## config.mk

```make
export PLATFORM = sky130hd
export DESIGN_NAME = alu_mc_flat
export DESIGN_NICKNAME = d
export VERILOG_FILES = /design/src/rtl/alu_mc_if.sv /design/src/rtl/alu_mc.sv /design/src/flat_wrapper.sv
export SDC_FILE = /design/constraint.sdc
export NUM_CORES = 1
export LEC_CHECK = 0
export BUFFER_PORTS_ARGS = -buffer_cell sky130_fd_sc_hd__buf_2
export CAP_MARGIN = 10
export CORE_ASPECT_RATIO = 0.75
export CORE_MARGIN = 2
export CORE_UTILIZATION = 70
export CTS_BUF_LIST = sky130_fd_sc_hd__clkbuf_2
export DETAILED_ROUTE_END_ITERATION = 7
export PLACE_DENSITY = 0.95
export SYNTH_ARGS = -nofsm -noshare
export SYNTH_HDL_FRONTEND = slang
export SYNTH_SLANG_ARGS = --single-unit
```

## constraint.sdc

```tcl
create_clock -name I_clk -period 12.6 [get_ports I_clk]
set_clock_uncertainty 0.15 [all_clocks]
set_input_delay 0.63 -clock I_clk [delete_from_list [all_inputs] [get_ports I_clk]]
set_output_delay 0.63 -clock I_clk [all_outputs]
set_load 0.01 [all_outputs]
```

## src/rtl/alu_mc_if.sv

```systemverilog
// Operand/result bundle between decode/register-read and the alu_mc execute unit.
// Signal names are kept identical to the original port list.
interface alu_mc_if #(
    parameter int WIDTH = 16,
    parameter int IMM_W = 8
);
    logic             I_valid;
    logic             O_ready;
    logic [4:0]       I_aluop;
    logic [WIDTH-1:0] I_dataA;
    logic [WIDTH-1:0] I_dataB;
    logic [IMM_W-1:0] I_imm;
    logic             O_valid;
    logic [WIDTH-1:0] O_dataResult;
    logic [3:0]       O_flags;
    logic             O_shlBranch;
    logic             O_illegal;

    modport master (
        output I_valid, I_aluop, I_dataA, I_dataB, I_imm,
        input  O_ready, O_valid, O_dataResult, O_flags, O_shlBranch, O_illegal
    );

    modport slave (
        input  I_valid, I_aluop, I_dataA, I_dataB, I_imm,
        output O_ready, O_valid, O_dataResult, O_flags, O_shlBranch, O_illegal
    );
endinterface

```

## src/rtl/alu_mc.sv

```systemverilog
// Parametrised ALU with status flags; single-cycle ops complete in IDLE,
// MUL runs a WIDTH-step shift-add sequence while O_ready is held low.
module alu_mc #(
    parameter int WIDTH = 16,
    parameter int IMM_W = 8
) (
    input  logic     I_clk,
    input  logic     I_rst,
    alu_mc_if.slave  bus
);
    localparam int SW = $clog2(WIDTH);

    typedef enum logic {S_IDLE, S_MUL} state_t;

    state_t             r_state, w_next;
    logic               w_ready, w_accept, w_last, w_m;
    logic [3:0]         w_op;
    logic [WIDTH-1:0]   w_a, w_b, w_res, w_immz, w_maga, w_magb;
    logic [WIDTH:0]     w_sum, w_diff;
    logic [SW-1:0]      w_shamt;
    logic               w_c, w_v, w_branch, w_illegal;
    logic [3:0]         w_flags;

    logic [2*WIDTH-1:0] r_acc, r_mcand, w_prod, w_fin;
    logic [WIDTH-1:0]   r_mplier, w_mres, w_mhi;
    logic [SW-1:0]      r_cnt;
    logic               r_neg, r_signed, w_mc;

    logic               r_valid, r_branch, r_illegal;
    logic [WIDTH-1:0]   r_result;
    logic [3:0]         r_flags;

    assign w_op     = bus.I_aluop[4:1];
    assign w_m      = bus.I_aluop[0];
    assign w_a      = bus.I_dataA;
    assign w_b      = bus.I_dataB;
    assign w_accept = bus.I_valid && w_ready;
    assign w_last   = (r_cnt == SW'(WIDTH - 1));

    always_ff @(posedge I_clk) begin
        if (I_rst) r_state <= S_IDLE;
        else       r_state <= w_next;
    end

    always_comb begin
        w_next  = r_state;
        w_ready = 1'b0;
        case (r_state)
            S_IDLE: begin
                w_ready = 1'b1;
                if (bus.I_valid && w_op == 4'd6) w_next = S_MUL;
            end
            S_MUL: if (w_last) w_next = S_IDLE;
            default: w_next = S_IDLE;
        endcase
    end

    // Single-cycle datapath
    always_comb begin
        w_sum     = {1'b0, w_a} + {1'b0, w_b};
        w_diff    = {1'b0, w_a} - {1'b0, w_b};
        w_shamt   = w_b[SW-1:0];
        w_immz    = WIDTH'(bus.I_imm);
        w_res     = '0;
        w_c       = 1'b0;
        w_v       = 1'b0;
        w_branch  = 1'b0;
        w_illegal = 1'b0;
        case (w_op)
            4'd0: begin
                w_res = w_sum[WIDTH-1:0];
                w_c   = w_sum[WIDTH];
                w_v   = (w_a[WIDTH-1] == w_b[WIDTH-1]) && (w_res[WIDTH-1] != w_a[WIDTH-1]);
            end
            4'd1: begin
                w_res = w_diff[WIDTH-1:0];
                w_c   = w_diff[WIDTH];
                w_v   = (w_a[WIDTH-1] != w_b[WIDTH-1]) && (w_res[WIDTH-1] != w_a[WIDTH-1]);
            end
            4'd2:  w_res = w_a | w_b;
            4'd3:  w_res = w_a & w_b;
            4'd4:  w_res = w_a ^ w_b;
            4'd5:  w_res = ~w_a;
            4'd6:  w_res = '0;
            4'd8:  w_res = w_m ? (w_immz << (WIDTH - IMM_W)) : w_immz;
            4'd9:  w_res = {{(WIDTH-5){1'b0}}, (w_b == '0), (w_a == '0),
                            w_m ? ($signed(w_a) < $signed(w_b)) : (w_a < w_b),
                            w_m ? ($signed(w_a) > $signed(w_b)) : (w_a > w_b),
                            (w_a == w_b)};
            4'd10: w_res = w_a << w_shamt;
            4'd11: w_res = w_m ? $unsigned($signed(w_a) >>> w_shamt) : (w_a >> w_shamt);
            4'd12: begin
                w_res    = w_m ? w_a : w_immz;
                w_branch = 1'b1;
            end
            4'd13: begin
                w_res    = w_a;
                w_branch = w_b[{w_m, bus.I_imm[1:0]}];
            end
            default: w_illegal = 1'b1;
        endcase
        w_flags = w_illegal ? 4'b0000 : {w_res[WIDTH-1], w_v, w_c, (w_res == '0)};
    end

    // Signed MUL multiplies magnitudes; the final step folds in the sign correction
    always_comb begin
        w_maga = (w_m && w_a[WIDTH-1]) ? (~w_a + 1'b1) : w_a;
        w_magb = (w_m && w_b[WIDTH-1]) ? (~w_b + 1'b1) : w_b;
        w_prod = r_acc + (r_mplier[0] ? r_mcand : '0);
        w_fin  = r_neg ? (~w_prod + 1'b1) : w_prod;
        w_mres = w_fin[WIDTH-1:0];
        w_mhi  = w_fin[2*WIDTH-1:WIDTH];
        w_mc   = r_signed ? (w_mhi != {WIDTH{w_mres[WIDTH-1]}}) : (w_mhi != '0);
    end

    always_ff @(posedge I_clk) begin
        if (I_rst) begin
            r_valid   <= 1'b0;
            r_result  <= '0;
            r_flags   <= '0;
            r_branch  <= 1'b0;
            r_illegal <= 1'b0;
            r_acc     <= '0;
            r_mcand   <= '0;
            r_mplier  <= '0;
            r_cnt     <= '0;
            r_neg     <= 1'b0;
            r_signed  <= 1'b0;
        end else begin
            r_valid <= 1'b0;
            case (r_state)
                S_IDLE: if (w_accept) begin
                    if (w_op == 4'd6) begin
                        r_acc    <= '0;
                        r_mcand  <= {{WIDTH{1'b0}}, w_maga};
                        r_mplier <= w_magb;
                        r_cnt    <= '0;
                        r_neg    <= w_m && (w_a[WIDTH-1] ^ w_b[WIDTH-1]);
                        r_signed <= w_m;
                    end else begin
                        r_valid   <= 1'b1;
                        r_result  <= w_res;
                        r_flags   <= w_flags;
                        r_branch  <= w_branch;
                        r_illegal <= w_illegal;
                    end
                end
                S_MUL: begin
                    r_acc    <= w_prod;
                    r_mcand  <= r_mcand << 1;
                    r_mplier <= r_mplier >> 1;
                    r_cnt    <= r_cnt + 1'b1;
                    if (w_last) begin
                        r_valid   <= 1'b1;
                        r_result  <= w_mres;
                        r_flags   <= {w_mres[WIDTH-1], 1'b0, w_mc, (w_mres == '0)};
                        r_branch  <= 1'b0;
                        r_illegal <= 1'b0;
                    end
                end
                default: ;
            endcase
        end
    end

    assign bus.O_ready      = w_ready;
    assign bus.O_valid      = r_valid;
    assign bus.O_dataResult = r_result;
    assign bus.O_flags      = r_flags;
    assign bus.O_shlBranch  = r_branch;
    assign bus.O_illegal    = r_illegal;
endmodule
```

## src/flat_wrapper.sv

```systemverilog
// flat-port wrapper written by rule: the top's interface ports become plain ports
module alu_mc_flat 
#(
    parameter int WIDTH = 16,
    parameter int IMM_W = 8
)
  (I_clk, I_rst, bus_I_valid, bus_I_aluop, bus_I_dataA, bus_I_dataB, bus_I_imm, bus_O_ready, bus_O_valid, bus_O_dataResult, bus_O_flags, bus_O_shlBranch, bus_O_illegal);
  alu_mc_if #(.WIDTH(WIDTH), .IMM_W(IMM_W)) bus_i ();
  input  logic I_clk;
  input  logic I_rst;
  input wire logic [$bits(bus_i.I_valid)-1:0] bus_I_valid;
  input wire logic [$bits(bus_i.I_aluop)-1:0] bus_I_aluop;
  input wire logic [$bits(bus_i.I_dataA)-1:0] bus_I_dataA;
  input wire logic [$bits(bus_i.I_dataB)-1:0] bus_I_dataB;
  input wire logic [$bits(bus_i.I_imm)-1:0] bus_I_imm;
  output wire logic [$bits(bus_i.O_ready)-1:0] bus_O_ready;
  output wire logic [$bits(bus_i.O_valid)-1:0] bus_O_valid;
  output wire logic [$bits(bus_i.O_dataResult)-1:0] bus_O_dataResult;
  output wire logic [$bits(bus_i.O_flags)-1:0] bus_O_flags;
  output wire logic [$bits(bus_i.O_shlBranch)-1:0] bus_O_shlBranch;
  output wire logic [$bits(bus_i.O_illegal)-1:0] bus_O_illegal;
  assign bus_i.I_valid = bus_I_valid;
  assign bus_i.I_aluop = bus_I_aluop;
  assign bus_i.I_dataA = bus_I_dataA;
  assign bus_i.I_dataB = bus_I_dataB;
  assign bus_i.I_imm = bus_I_imm;
  assign bus_O_ready = bus_i.O_ready;
  assign bus_O_valid = bus_i.O_valid;
  assign bus_O_dataResult = bus_i.O_dataResult;
  assign bus_O_flags = bus_i.O_flags;
  assign bus_O_shlBranch = bus_i.O_shlBranch;
  assign bus_O_illegal = bus_i.O_illegal;
  alu_mc #(.WIDTH(WIDTH), .IMM_W(IMM_W)) u_core (.I_clk(I_clk), .I_rst(I_rst), .bus(bus_i));
endmodule
```

==> Flow_metrics.wiki, run 1 <==
{| class="wikitable"
! Metric !! Value
|-
| Outcome || finished with violations
|-
| Violated checks || design-rule violations
|-
| Slowest stage cell on the critical path || dfxtp_1
|-
| Number of buffers inserted by port buffering || 71
|-
| Complex-gate fraction of the synthesized area || 0.304
|-
| P per Cell Area || 63.6 nW/um^2
|-
| Largest driver fanout on the critical path || 33
|-
| Number of enable flip-flop cells after synthesis || 0
|-
| Antenna Diode Count || 0
|-
| Global-route met2 utilization || 0.607
|-
| CP required || 13060 ps
|-
| Die outline height || 118 um
|-
| Post-synthesis share of cell area spent on and, or, nand and nor gates || 0.218
|-
| Antenna violations before repair || 1
|-
| Final setup fails || 0
|-
| Width of the chip || 156 um
|-
| Dominant combinational cell family by area after synthesis || compound AO/OA/AOI/OAI gates
|-
| Core Region || 16900 sq um
|-
| Layer carrying the most global-route usage || met1
|-
| FF-to-FF path depth || 17
|-
| Area post-placement || 12400 sq um
|-
| CTS Hold Bufs || 0
|-
| Sequential cell area fraction in the yosys report || 0.182
|-
| Worst-Skew Late Latency || 650 ps
|-
| Switch Pwr || 0.315 mW
|-
| Effective utilization at floorplan || 0.718
|-
| Final HPWL from detailed placement || 33.3 mm
|-
| Clk Tree Root Cell || clkbuf_2
|-
| Number of buffer and inverter instances along the worst setup path || 1
|-
| YS warnings || 0
|-
| Met3 demand-to-capacity share in global routing || 0.233
|-
| Flop-to-flop setup slack || between 6000 and 7000 ps
|-
| Count of final max-slew check failures || 0
|-
| Clock network fraction of total power || 0.206
|-
| Number of iterations in the first detailed-routing pass || 8
|-
| # clock sinks || 110
|-
| Setup repair after global routing missed its margin || no
|-
| Layout cell share with drive strength beyond 1 || 0.105
|-
| CP Class || reg2reg
|-
| Min cycle time layout || about 6000 ps
|-
| End-of-flow core utilization || 0.742
|-
| Clock tree from TritonCTS || done
|-
| Final Cycle Share || 0.473
|-
| Synth Flop Type || dfxtp_1
|-
| Post-route worst hold slack || 138 ps
|-
| Overflow left after global routing || 0
|-
| Post-detailed-route count of antenna-violating nets || 0
|-
| Full die area || 18400 sq um
|-
| Fraction of power consumed by sequential logic || 0.454
|-
| First-pass GRT wire length || 66.7 mm
|-
| Worst reg2reg path endpoint || u_core.bus.O_flags[1]
|-
| Count of cells resized by post-cts repair || 0
|-
| Pin count of the biggest net entering global routing || 83
|-
| Critical path startpoint || u_core.r_mplier[0]
|-
| Synthesized area divided by synthesized cell count || 7.50 sq um
|-
| Mapped Cells || approximately 1600
|-
| Cell internal power dissipation || about 0.48 mW
|-
| Type of element capturing the critical path || register
|-
| Nets in the synthesized netlist || 1752
|-
| Worst endpoint data arrival time || 6430 ps
|-
| Sw frac || 0.396
|-
| Cell Rows || 41
|-
| Area Overhead vs Synth || 3.26%
|-
| Routed wire length || 43.8 mm
|-
| Post-synthesis share of cell area spent on xor and xnor gates || 0.0643
|-
| Multiplexer share of the synthesized area || 0.0776
|-
| Violation count after the first detailed-route iteration || 2510
|-
| Timing endpoint of the critical path || u_core.bus.O_flags[1]
|-
| Detail-routed via count per cell || 7.46
|-
| Largest stage delay, worst path || 1110 ps
|-
| Number of remaining DRC errors || 18
|-
| Part of the power in combinational logic || 0.339
|-
| Adder and majority cell fraction of the synthesized area || 0.0917
|-
| Slew at the pin closest to its max-slew limit || around 1300 ps
|-
| Source of the worst register-to-register timing path || u_core.r_mplier[0]
|-
| Max Root-Sink Buffers || 2
|-
| I/O pin count || 72
|-
| CTS buffer count || 9
|-
| Instance count on the critical path || 17
|-
| Final hold vios || 0
|-
| Routability-driven placement congestion ratio || 1.13
|-
| Library cells used by synthesis || 88
|-
| Leakage power || 5.14 nW
|-
| Overall track demand over capacity in global routing || 0.462
|-
| Number of nets in the final layout || 1726
|-
| Global-route met1 utilization || 0.666
|-
| Crit-path most repeated cell || xor2_1
|-
| Worst path cell trace || and2_1 > ha_1 > inv_1 > fa_1 > nand2b_1 > a21o_1 > a2111o_1 > a31oi_1 > xor2_1 > a211oi_1 > nand4bb_1 > o21ai_1 > xor2_1 > nand3b_1 > or3_1 > o311a_1 > o22a_1
|-
| Yosys reg bits || 110
|-
| Final non-filler cell area || between 10000 and 15000 sq um
|-
| Highest clock frequency the design can meet || between 0.15 and 0.2 GHz
|-
| Total negative slack for setup checks || 0 ps
|-
| Vias in the first global route || 12040
|-
| CTS clock-pin slew for the worst setup and hold paths || roughly 350 ps
|-
| Final Power || 0.797 mW
|-
| Buffers inserted during post-CTS setup optimization || 0
|-
| Worst slew margin relative to its limit || 0.149
|-
| Hold Crit Class || in2reg
|-
| Via count || about 14000
|-
| Type of origin of the critical path || register
|-
| Kind of cell with the highest combined delay on the critical path || compound AO/OA/AOI/OAI gates
|-
| Post-DR wirelength/cell || ~24 um
|-
| FFs w/ async S/R, synth || 0
|-
| Max VDD drop || 0.0501 mV
|-
| Count of max-cap constraint violations || 0
|-
| Post-synthesis instance area || 12100 sq um
|-
| Max H-tree Level || 3
|}
-- layer usage --
metal	part of all wire	vias to the layer above
li1	-	5988
met1	0.41	6308
met2	0.38	1109
met3	0.19	108
met4	0.022	2
met5	0.00030	-
-- registers in the layout (all words and copies together), names as in the netlist --
| name | flops |
|---|---|
| u_core.bus.O_dataResult | 16 |
| u_core.bus.O_flags | 4 |
| u_core.bus.O_illegal | 1 |
| u_core.bus.O_shlBranch | 1 |
| u_core.bus.O_valid | 1 |
| u_core.r_acc | 32 |
| u_core.r_cnt | 4 |
| u_core.r_mcand | 32 |
| u_core.r_mplier | 16 |
| u_core.r_neg | 1 |
| u_core.r_signed | 1 |
| u_core.r_state | 1 |
-- cell type report --
cell class / count / area, sq um
sequential: 110 / 2210
clock inverter: 6 / 51.3
tap: 215 / 269
fill: 1387 / 4360
multi-input combinational: 1308 / 9170
timing repair buffer: 89 / 493
clock buffer: 10 / 50.0
inverter: 73 / 274
-- placed cells by master (no fill, tap or decap), types with 14 or more instances in the layout --
cell type  Yosys  routed
o31ai_1       16      16
a21oi_1      107     106
nor3_1        39      39
o211ai_1      25      25
a22oi_1       58      58
o21bai_1      14      14
a222oi_1      29      29
o21ai_0       83      83
or3_1         17      17
inv_1         72      72
nand3_1       23      23
a211oi_1      29      29
ha_1          84      84
buf_4          0      19
and2_1        42      42
mux2i_1       31      31
nand2_1      124     124
buf_2          1      70
xnor2_1       61      61
a21o_1        23      23
nor2_1       196     196
mux4_2        25      25
nand4_1       32      32
a221oi_1      22      22
xor2_1        28      28
dfxtp_1      110     109
-- per-stage QoR --
stage	setup WS [ps]	std cells
after floorplan	7710	1617
after global placement	7000	1795
after detailed placement	6840	1795
after CTS	6790	1811
after global routing	6410	1811
final	6640	1811
-- worst reg2reg max path, stage by stage, from the launching register on --
cell and delay, ps:
dfxtp_1 1110, and2_1 250, ha_1 180, inv_1 60, fa_1 390, nand2b_1 210, a21o_1 220, a2111o_1 410
a31oi_1 380, xor2_1 260, a211oi_1 460, nand4bb_1 380, o21ai_1 270, xor2_1 260, nand3b_1 100, or3_1 360
o311a_1 310, o22a_1 190
-- how the worst min path moves through the flow --
stage	end	slack (ps)	startpoint	cells after the start
floorplan	u_core.r_mplier[15]	290	u_core.r_mplier[15]	2
global placement	u_core.bus.O_dataResult[15]	280	u_core.bus.O_dataResult[15]	1
detailed placement	u_core.bus.O_dataResult[6]	300	u_core.bus.O_dataResult[6]	2
CTS	u_core.r_mcand[31]	150	I_rst	2
global route	u_core.r_mcand[29]	130	I_rst	2
finish	u_core.r_mcand[31]	140	I_rst	2
-- Yosys cell counts, types with 7 or more instances --
library cell,n,area [sq um]
o2111ai_1,7,61.3
nor4_1,7,43.8
a222oi_1,29,290
nor2b_1,11,68.8
o21ai_0,83,415
o21a_1,8,60.1
or3_1,17,106
nand2_1,124,465
nor2_1,196,736
clkbuf_1,115,432
ha_1,84,1050
nand2b_1,10,62.6
xnor2_1,61,534
dfxtp_1,110,2200
nand3_1,23,115
o41ai_1,8,70.1
inv_1,72,270
o31ai_1,16,120
a21oi_1,107,536
a31oi_1,12,75.1
and3_1,11,68.8
mux2i_1,31,310
nor3_1,39,195
and2_1,42,263
o21bai_1,14,105
a2111oi_0,7,61.3
a22oi_1,58,435
a211oi_1,29,218
xor2_1,28,245
a21o_1,23,173
buf_1,8,30.0
o211ai_1,25,188
a221oi_1,22,193
nor3b_1,7,52.6
mux4_2,25,563
nand4_1,32,200
-- cells by family (layout without fill, tap and decap cells) --
logic type | count (synthesis) | in the layout
AOI/OAI and AO/OA | 521 | 521
xor gates and xnor gates | 89 | 89
adders and majority gates | 87 | 87
buffers and inverters | 199 | 178
DFF | 110 | 110
muxes | 62 | 62
and+or+nand+nor | 549 | 549
-- power groups by stage --
| stage | Sequential [mW] | Combinational, mW | Clock [mW] |
|---|---|---|---|
| final | 0.362 | 0.270 | 0.164 |
| after global routing | 0.363 | 0.284 | 0.175 |
| after CTS | 0.361 | 0.255 | 0.161 |
| after detailed placement | 0.367 | 0.254 | 0 |
| after global placement | 0.367 | 0.252 | 0 |
| after floorplan | 0.368 | 0.172 | 0 |
Note: power is estimated with default switching activity, not from simulation.
==> inputs of run 2 (changes only) <==
- CORE_UTILIZATION: 70 -> 65
- PLACE_DENSITY: 0.95 -> 0.92
- clock period: 12.6 -> 5.7 ns (I/O delays scaled with it)
==> run 2 against run 1 <==
The run still ends with design-rule violations left. Flip-flop and latch count did not move. Utilization fell by 4.8 points. Cell area rose by 1.9%.
==> Flow_metrics.wiki, run 2 (synthesized netlist as in run 1, its figures left out) <==
{| class="wikitable"
! Metric !! Value
|-
| Outcome || finished with violations (unchanged)
|-
| Violated checks || design-rule violations (unchanged)
|-
| Number of buffers inserted by port buffering || 71 (unchanged)
|-
| CTS buffer count || 9 (unchanged)
|-
| Met3 demand-to-capacity share in global routing || 0.198 (was 0.233)
|-
| Setup repair after global routing missed its margin || no (unchanged)
|-
| Area taken by multi-input logic gates || 9170 sq um (unchanged)
|-
| Overflow left after global routing || 0 (unchanged)
|-
| Effective utilization at floorplan || 0.659 (was 0.718)
|-
| Max Root-Sink Buffers || 2 (unchanged)
|-
| Count of cells resized by post-cts repair || 0 (unchanged)
|-
| Worst-Skew Late Latency || 700 ps (was 650 ps)
|-
| Count of max-cap constraint violations || 0 (unchanged)
|-
| CP Class || reg2reg (unchanged)
|-
| Layout cell share with drive strength beyond 1 || 0.109 (was 0.105)
|-
| Clock tree from TritonCTS || done (unchanged)
|-
| Area Overhead vs Synth || 5.24% (was 3.26%)
|-
| Leakage power || 5.23 nW (was 5.14 nW)
|-
| Type of element capturing the critical path || register (unchanged)
|-
| Min cycle time layout || 5360 ps (was 5960 ps)
|-
| Routability-driven placement congestion ratio || 1.12 (was 1.13)
|-
| Biggest regs || u_core.r_acc (32), u_core.r_mcand (32) (unchanged)
|-
| Number of iterations in the first detailed-routing pass || 8 (unchanged)
|-
| Sw frac || 0.397 (was 0.396)
|-
| # clock sinks || 110 (unchanged)
|-
| Final HPWL from detailed placement || 33.5 mm (was 33.3 mm)
|-
| Global-route met1 utilization || 0.648 (was 0.666)
|-
| Routed wire length || 44.0 mm (was 43.8 mm)
|-
| Max VDD drop || 0.176 mV (was 0.0501 mV)
|-
| Clk Tree Root Cell || clkbuf_2 (unchanged)
|-
| I/O pin count || 72 (unchanged)
|-
| Largest driver fanout on the critical path || 26 (was 33)
|-
| Final Cycle Share || 0.940 (was 0.473)
|-
| Hold Crit Class || in2reg (unchanged)
|-
| Antenna Diode Count || 0 (unchanged)
|-
| Full die area || 19800 sq um (was 18400 sq um)
|-
| First-pass GRT wire length || 67.8 mm (was 66.7 mm)
|-
| Worst slew margin relative to its limit || 0.227 (was 0.149)
|-
| Via count || 13447 (was 13515)
|-
| Pin count of the biggest net entering global routing || 106 (was 83)
|-
| Final worst-path setup slack || 340 ps (was 6640 ps)
|-
| Count of final max-slew check failures || 0 (unchanged)
|-
| Post-route worst hold slack || 86.2 ps (was 138 ps)
|-
| Die outline height || 122 um (was 118 um)
|-
| CP required || 6140 ps (was 13060 ps)
|-
| Final hold vios || 0 (unchanged)
|-
| Total negative slack for setup checks || 0 ps (unchanged)
|-
| Area used by sequential logic in the layout || 2210 sq um (unchanged)
|-
| Antenna violations before repair || 1 (unchanged)
|-
| Buffers inserted during post-CTS setup optimization || 0 (unchanged)
|-
| Post-detailed-route count of antenna-violating nets || 0 (unchanged)
|-
| Number of nets in the final layout || 1748 (was 1726)
|-
| Max H-tree Level || 3 (unchanged)
|-
| Worst endpoint data arrival time || 5800 ps (was 6430 ps)
|-
| Core Region || 18400 sq um (was 16900 sq um)
|-
| Part of the power in combinational logic || 0.344 (was 0.339)
|-
| Overall track demand over capacity in global routing || 0.438 (was 0.462)
|-
| Vias in the first global route || 11760 (was 12040)
|-
| Layer carrying the most global-route usage || met1 (unchanged)
|-
| Cell Rows || 43 (was 41)
|-
| Slew at the pin closest to its max-slew limit || 1140 ps (was 1260 ps)
|-
| Switch Pwr || 0.707 mW (was 0.315 mW)
|-
| Highest clock frequency the design can meet || 0.187 GHz (was 0.168 GHz)
|-
| Filler instances || 1553 (was 1387)
|-
| Cell internal power dissipation || 1.07 mW (was 0.481 mW)
|-
| Number of remaining DRC errors || 6 (was 18)
|-
| Fraction of power consumed by sequential logic || 0.449 (was 0.454)
|-
| Leading cell type in the layout, fill and taps excluded || nor2_1 (unchanged)
|-
| End-of-flow core utilization || 0.693 (was 0.742)
|-
| Type of origin of the critical path || register (unchanged)
|-
| Post-DR wirelength/cell || 23.6 um (was 24.2 um)
|-
| Violation count after the first detailed-route iteration || 2353 (was 2510)
|-
| Global-route met2 utilization || 0.578 (was 0.607)
|-
| Clock network fraction of total power || 0.207 (was 0.206)
|-
| CTS clock-pin slew for the worst setup and hold paths || 310 ps (was 350 ps)
|-
| Width of the chip || 162 um (was 156 um)
|-
| P per Cell Area || 139 nW/um^2 (was 63.6 nW/um^2)
|-
| Detail-routed via count per cell || 7.21 (was 7.46)
|-
| Top library cells by usage in the layout, fill and taps aside || nor2_1, nand2_1, dfxtp_1, a21oi_1, ha_1 (unchanged)
|-
| Worst slack at placement || 497 ps (was 6840 ps)
|-
| Final setup fails || 0 (unchanged)
|}
## run 2: cell count changes in the layout (fill, tap and decap cells not counted), sizes merged
| cell | delta |
|---|---|
| clkinv | -1 |
| clkinvlp | +1 |
| buf | +9 |
| dlygate4sd3 | +13 |
## run 2: repair_timing
| item | 4_1_cts | 5_1_grt |
|---|---|---|
| endpoints found under the setup margin | 0 | 0 |
| hold endpoints to repair | 10 | 0 |
| hold buffers | 13 | 0 |
## run 2: path summary, 6_finish.rpt
path	startpoint	end	slack (ps)	cells after the start
min reg2reg	u_core.bus.O_dataResult[2]	u_core.bus.O_dataResult[2]	320	2
min	bus_I_dataB[12]	u_core.r_mplier[13]	90	6
max reg2reg	u_core.r_mplier[0]	u_core.bus.O_flags[1]	340	16
max	u_core.r_mplier[0]	u_core.bus.O_flags[1]	340	16
## run 2: power groups by stage
stage	registers [mW]	clock network (mW)	logic, mW
floorplan	0.812	0	0.380
global placement	0.810	0	0.565
detailed placement	0.811	0	0.570
CTS	0.798	0.373	0.578
global route	0.801	0.406	0.644
finish	0.799	0.368	0.612
## run 2: routing by layer
layer / vias up / share of wire
met4: 4 / 0.019
met2: 1088 / 0.37
met5: - / 0.0016
met1: 6237 / 0.43
li1: 6014 / -
met3: 104 / 0.18
## run 2: stage by stage
stage / power [mW] / instance area [sq um] / std cells
after global routing: 1.85 / 12800 / 1865
after global placement: 1.38 / 12500 / 1836
final: 1.78 / 12800 / 1865
after floorplan: 1.19 / 12100 / 1617
after detailed placement: 1.38 / 12500 / 1836
after CTS: 1.75 / 12800 / 1865
## run 2: cell type report
class | count | area share
clock buffers | 10 | 0.00392
multi-input cells | 1308 | 0.719
repair buffers | 111 | 0.0541
well taps | 247 | 0.0242
inverters | 73 | 0.0215
clock inverters | 6 | 0.00422
flip-flops and latches | 110 | 0.173
## run 2: critical path: stages, from the launching register on
cell       delay, ps
dfxtp_1          490
buf_4            300
and2_1           170
ha_1             290
a21o_1           230
nor3_1           350
a211oi_1         170
or3_1            340
a221o_1          430
or4_4            530
nand4bb_1        390
o31ai_1          380
xor2_1           320
mux2i_1          140
o32ai_1          350
nand3_1          140
o22a_1           170
